===== config.mk =====
export PLATFORM = sky130hd
export DESIGN_NAME = instr_fetch_flat
export DESIGN_NICKNAME = d
export VERILOG_FILES = /design/src/rtl/instr_fetch_if.sv /design/src/rtl/instr_fetch.sv /design/src/flat_wrapper.sv
export SDC_FILE = /design/constraint.sdc
export NUM_CORES = 1
export LEC_CHECK = 0
export ABC_CLOCK_PERIOD_IN_PS = 3900
export CORE_ASPECT_RATIO = 0.5
export CORE_MARGIN = 1
export CORE_UTILIZATION = 48
export DETAILED_ROUTE_END_ITERATION = 12
export PLACE_DENSITY_LB_ADDON = 0.05
export REMOVE_ABC_BUFFERS = 1
export SLEW_MARGIN = 20
export SYNTH_ARGS = -nofsm -noshare
export SYNTH_HDL_FRONTEND = slang
export SYNTH_SLANG_ARGS = --single-unit
export TNS_END_PERCENT = 1

===== constraint.sdc =====
create_clock -name clk -period 3.9 [get_ports clk]
set_input_delay 0.78 -clock clk [delete_from_list [all_inputs] [get_ports clk]]
set_output_delay 0.78 -clock clk [all_outputs]
set_load 0.05 [all_outputs]

===== src/rtl/instr_fetch_if.sv =====
// Fetch-unit bundle: CPU request/response handshake plus the single-port
// instruction memory read bus. master = fetch unit, slave = CPU/memory side.
interface instr_fetch_if #(
    parameter int ADDR_W = 8,
    parameter int DATA_W = 8
);
    logic [ADDR_W-1:0] pc;
    logic              pc_valid;
    logic              mem_en;
    logic [ADDR_W-1:0] mem_addr;
    logic [DATA_W-1:0] mem_rdata;
    logic [DATA_W-1:0] op_code;
    logic [DATA_W-1:0] arg1;
    logic [DATA_W-1:0] arg2;
    logic              instr_valid;
    logic              instr_ack;
    logic              busy;

    modport master (
        input  pc, pc_valid, mem_rdata, instr_ack,
        output mem_en, mem_addr, op_code, arg1, arg2, instr_valid, busy
    );

    modport slave (
        output pc, pc_valid, mem_rdata, instr_ack,
        input  mem_en, mem_addr, op_code, arg1, arg2, instr_valid, busy
    );
endinterface


===== src/rtl/instr_fetch.sv =====
// Instruction fetch sequencer: reads opcode + two argument bytes from a
// synchronous byte memory. Optional operand reuse under IFETCH_REUSE_EN.
module instr_fetch #(
    parameter int ADDR_W = 8,
    parameter int DATA_W = 8
) (
    input  logic          clk,
    input  logic          rst,
    instr_fetch_if.master bus
);

    typedef enum logic [2:0] {S_IDLE, S_F0, S_F1, S_F2, S_F3, S_VALID} state_t;

    state_t            state_q, state_d;
    logic [ADDR_W-1:0] base_q, base_d;
    logic [DATA_W-1:0] op_code_q, op_code_d;
    logic [DATA_W-1:0] arg1_q, arg1_d;
    logic [DATA_W-1:0] arg2_q, arg2_d;
    logic              accept;

`ifdef IFETCH_REUSE_EN
    // Reuse decision is taken at acceptance and acted on in F0, which then
    // skips its memory read.
    typedef enum logic [1:0] {R_NONE, R_SAME, R_NEXT} reuse_t;
    logic   hold_q, hold_d;
    reuse_t reuse_q, reuse_d;
`endif

    always_comb begin
        state_d      = state_q;
        base_d       = base_q;
        op_code_d    = op_code_q;
        arg1_d       = arg1_q;
        arg2_d       = arg2_q;
        accept       = 1'b0;
        bus.mem_en   = 1'b0;
        bus.mem_addr = '0;
`ifdef IFETCH_REUSE_EN
        reuse_d      = reuse_q;
`endif
        case (state_q)
            S_IDLE: accept = bus.pc_valid;
            S_F0: begin
                state_d = S_F1;
`ifdef IFETCH_REUSE_EN
                if (reuse_q == R_SAME) begin
                    state_d = S_VALID;
                    reuse_d = R_NONE;
                end else if (reuse_q == R_NEXT) begin
                    op_code_d = arg1_q;
                    arg1_d    = arg2_q;
                    state_d   = S_F2;
                end else begin
                    bus.mem_en   = 1'b1;
                    bus.mem_addr = base_q;
                end
`else
                bus.mem_en   = 1'b1;
                bus.mem_addr = base_q;
`endif
            end
            S_F1: begin
                bus.mem_en   = 1'b1;
                bus.mem_addr = base_q + ADDR_W'(1);
                op_code_d    = bus.mem_rdata;
                state_d      = S_F2;
            end
            S_F2: begin
                bus.mem_en   = 1'b1;
                bus.mem_addr = base_q + ADDR_W'(2);
`ifdef IFETCH_REUSE_EN
                if (reuse_q != R_NEXT) arg1_d = bus.mem_rdata;
                reuse_d = R_NONE;
`else
                arg1_d = bus.mem_rdata;
`endif
                state_d = S_F3;
            end
            S_F3: begin
                arg2_d  = bus.mem_rdata;
                state_d = S_VALID;
            end
            S_VALID: begin
                if (bus.instr_ack) begin
                    accept  = bus.pc_valid;
                    state_d = S_IDLE;
                end
            end
            default: state_d = S_IDLE;
        endcase

        if (accept) begin
            base_d  = bus.pc;
            state_d = S_F0;
`ifdef IFETCH_REUSE_EN
            if (hold_q && bus.pc == base_q)
                reuse_d = R_SAME;
            else if (hold_q && bus.pc == base_q + ADDR_W'(1))
                reuse_d = R_NEXT;
            else
                reuse_d = R_NONE;
`endif
        end

`ifdef IFETCH_REUSE_EN
        hold_d = hold_q | (state_d == S_VALID);
`endif
    end

    always_ff @(posedge clk) begin
        if (rst) begin
            state_q   <= S_IDLE;
            base_q    <= '0;
            op_code_q <= '0;
            arg1_q    <= '0;
            arg2_q    <= '0;
`ifdef IFETCH_REUSE_EN
            hold_q    <= 1'b0;
            reuse_q   <= R_NONE;
`endif
        end else begin
            state_q   <= state_d;
            base_q    <= base_d;
            op_code_q <= op_code_d;
            arg1_q    <= arg1_d;
            arg2_q    <= arg2_d;
`ifdef IFETCH_REUSE_EN
            hold_q    <= hold_d;
            reuse_q   <= reuse_d;
`endif
        end
    end

    assign bus.op_code     = op_code_q;
    assign bus.arg1        = arg1_q;
    assign bus.arg2        = arg2_q;
    assign bus.instr_valid = (state_q == S_VALID);
    assign bus.busy        = (state_q == S_F0) || (state_q == S_F1) ||
                             (state_q == S_F2) || (state_q == S_F3);

endmodule


===== src/flat_wrapper.sv =====
// flat-port wrapper written by rule: the top's interface ports become plain ports
module instr_fetch_flat 
#(
    parameter int ADDR_W = 8,
    parameter int DATA_W = 8
)
  (clk, rst, bus_pc, bus_pc_valid, bus_mem_rdata, bus_instr_ack, bus_mem_en, bus_mem_addr, bus_op_code, bus_arg1, bus_arg2, bus_instr_valid, bus_busy);
  instr_fetch_if #(.ADDR_W(ADDR_W), .DATA_W(DATA_W)) bus_i ();
  input  logic clk;
  input  logic rst;
  input wire logic [$bits(bus_i.pc)-1:0] bus_pc;
  input wire logic [$bits(bus_i.pc_valid)-1:0] bus_pc_valid;
  input wire logic [$bits(bus_i.mem_rdata)-1:0] bus_mem_rdata;
  input wire logic [$bits(bus_i.instr_ack)-1:0] bus_instr_ack;
  output wire logic [$bits(bus_i.mem_en)-1:0] bus_mem_en;
  output wire logic [$bits(bus_i.mem_addr)-1:0] bus_mem_addr;
  output wire logic [$bits(bus_i.op_code)-1:0] bus_op_code;
  output wire logic [$bits(bus_i.arg1)-1:0] bus_arg1;
  output wire logic [$bits(bus_i.arg2)-1:0] bus_arg2;
  output wire logic [$bits(bus_i.instr_valid)-1:0] bus_instr_valid;
  output wire logic [$bits(bus_i.busy)-1:0] bus_busy;
  assign bus_i.pc = bus_pc;
  assign bus_i.pc_valid = bus_pc_valid;
  assign bus_i.mem_rdata = bus_mem_rdata;
  assign bus_i.instr_ack = bus_instr_ack;
  assign bus_mem_en = bus_i.mem_en;
  assign bus_mem_addr = bus_i.mem_addr;
  assign bus_op_code = bus_i.op_code;
  assign bus_arg1 = bus_i.arg1;
  assign bus_arg2 = bus_i.arg2;
  assign bus_instr_valid = bus_i.instr_valid;
  assign bus_busy = bus_i.busy;
  instr_fetch #(.ADDR_W(ADDR_W), .DATA_W(DATA_W)) u_core (.clk(clk), .rst(rst), .bus(bus_i));
endmodule

==> results_dict.tcl <==
set metrics [dict create \
    status "finished with violations" \
    violations "DRC" \
    drive_gt1_share_pct 4.56 \
    cts_inserted_buffers 5 \
    synthTopCellsByArea "dfxtp_1, mux2i_1, nor2_1" \
    ys_ff_latch 35 \
    clk_path_buf_depth 2 \
    ir_drop_mv 0.276 \
    dp.final_hpwl_mm 2.64 \
    yosysMostFrequentCell "dfxtp_1" \
    grt_pass1_vias 1366 \
    finalSetupViolCount 0 \
    grt_max_degree 22 \
    rsz0062_at_grt "false" \
    maxSlewViolCount 0 \
    drt-pass1-iter-count 8 \
    period_minus_slack_ps 3310 \
    clk_pin_slew_ps 70 \
    final_antenna_net_count 0 \
    synth_top_area_share_pct 43.3 \
    cts_tree "yes" \
    fp.coreArea_um2 3100 \
    clock_latency_ps 290 \
    post_cts_resized 0 \
    total_power_uw 878 \
    gp_congestion 0.773 \
    row_count 14 \
    synthTopCellsByCount "dfxtp_1, nor2_1, nand2_1, mux2i_1, a21oi_1" \
    drc 4 \
    cp_cell_sequence "nand2_1 -> a211oi_1 -> o21ai_0 -> a21oi_1 -> clkdlybuf4s50_1" \
    hold_buffers 0 \
    antenna_cells 0 \
    worstPathRequired_ps 3120 \
    finalCritPeriodShare_pct 84.8 \
    wl_per_cell_um 13.6 \
    worst_pin_slew_ps 1000 \
    cts_root_buf "clkbuf_8" \
    r2r_end "u_core.base_q[1]" \
    reg2reg_depth 4 \
    first_iter_violations 41 \
    hp-class "register to register" \
    critPathMaxFanout 21 \
    ys.flop_type "dfxtp_1" \
    max_freq_mhz 302 \
    yosysSeqAreaShare_pct 43.3 \
    grt_overflow 0 \
    grt_pass1_wl_mm 6.10 \
    wl_mm 3.81 \
    slew_headroom_pct 32.8 \
    nets 262 \
    antenna_found_initial 0 \
    rrSetupSlack_ps 1620 \
    dr_total_vias 1486 \
    drt-vias-per-instance 5.29 \
    arrival_ps 2530 \
    crit_type "register to output pin" \
    track_usage_pct 22.2 \
    syn2layout_area_growth_pct 40.3 \
    r2r-start "u_core.state_q[0]" \
    setup_tns_ps 0 \
    die_w_um 84.1 \
    cp_slowest_stage_delay_ps 820 \
    hold_end "u_core.bus.arg2[5]" \
    start_util_pct 52.2 \
    slowest_stage "clkdlybuf4s50_1" \
    worstSetupEndpointType "output pin" \
    finClkSkew_ps 5.37 \
    syn_area_per_cell_um2 8.57 \
    hold_viol 0 \
    synth_top_cell_by_area "dfxtp_1" \
    start_kind "register" \
    yosysWarnings 0 \
    cts_sinks 35 \
    ys_types 32 \
    die_y_um 43.1 \
    cts_setup_buffers 0 \
    max-cap-violations 0 \
    dieArea_um2 3620 \
    synth-async-reset-ratio_pct 0 \
    ios 55 \
    power.leakage_uw 0.000864 \
    htree_num_levels 2 \
    hold_path_depth 2 \
    io_buffers 54 \
    hold_start "u_core.bus.arg2[5]" \
    synth-edff-count 0 \
    syn_area_um2 1620 \
    synth_cells 189 \
    power_density_nw_per_um2 387 \
]
[layout by cell type, fill, tap and decap left out, types with 2 or more instances in the layout]
master           count
nor2_1              30
inv_1                4
ha_1                 2
dfxtp_1             35
a211oi_1             2
a21oi_1             17
o211a_1              2
mux2i_1             24
nand3b_1             4
xnor2_1              3
nor3_1               3
nand2b_1             4
o211ai_1             2
clkbuf_8             6
o21ai_0              7
nand2_1             25
clkdlybuf4s50_1     54
[worst max-delay path, delay by kind of cell, from the launching register on]
family	cells	cell delay [ps]
buffers and inverters	1	820
flip-flops	1	750
AO/OA/AOI/OAI	3	510
AND/OR/NAND/NOR	1	160
[power by group]
part	total, uW	leakage (uW)	internal, uW	switching [uW]
clock network	282	0.0000474	144	138
logic	195	0.000532	80.5	115
registers	401	0.000284	374	26.6
[registers in the layout, indices dropped and copies added, names as in the netlist]
name and flops:
u_core.bus.arg1 8, u_core.bus.arg2 8, u_core.base_q 8, u_core.bus.op_code 8
u_core.state_q 3
[worst max path at each step]
stage	depth (start not counted)	endpoint	slack, ps	startpoint
2_1_floorplan	2	bus_mem_addr[0]	1240	u_core.state_q[1]
3_3_place_gp	5	bus_mem_addr[4]	1000	u_core.state_q[0]
3_5_place_dp	5	bus_mem_addr[4]	950	u_core.state_q[0]
4_1_cts	5	bus_mem_addr[4]	620	u_core.state_q[0]
5_1_grt	5	bus_mem_addr[4]	450	u_core.state_q[0]
6_report	5	bus_mem_addr[4]	590	u_core.state_q[0]
[metal layers]
metal  global-route usage [%]  up-vias  share of wire (%)
met5                        0        -                  0
met4                     8.28        0               0.87
met3                     9.34        4                8.3
met2                     37.0       48                 46
met1                     25.7      683                 45
li1                         -      751                  -
[final cells by class]
cell class | count | area (um2)
Clock buffer | 6 | 82.6
Clock inverter | 2 | 16.3
Tap cell | 40 | 50.0
Multi-Input combinational cell | 139 | 858
Timing Repair Buffer | 55 | 548
Fill cell | 255 | 830
Inverter | 4 | 15.0
Sequential cell | 35 | 701
[through the flow]
step | utilization [%] | cells | hold slack, ps | instance area (um2) | setup WS (ps)
floorplan | - | 178 | 508 | 1570 | 1240
global placement | 70.1 | 273 | 441 | 2170 | 997
detailed placement | 70.1 | 273 | 447 | 2170 | 950
CTS | 73.2 | 281 | 457 | 2270 | 620
global route | 73.2 | 281 | 478 | 2270 | 453
finish | 73.2 | 281 | 457 | 2270 | 592
[cell families after synthesis]
family                   Yosys count  share of synthesized area, %
AND/OR/NAND/NOR                   72                          19.3
flip-flops                        35                          43.3
adder cells (fa/ha/maj)            2                          1.55
multiplexers                      24                          14.8
buffers and inverters             15                          3.71
XOR/XNOR                           4                          2.16
AO/OA/AOI/OAI                     37                          15.1
No activity file was read; power rests on OpenSTA's default activity.
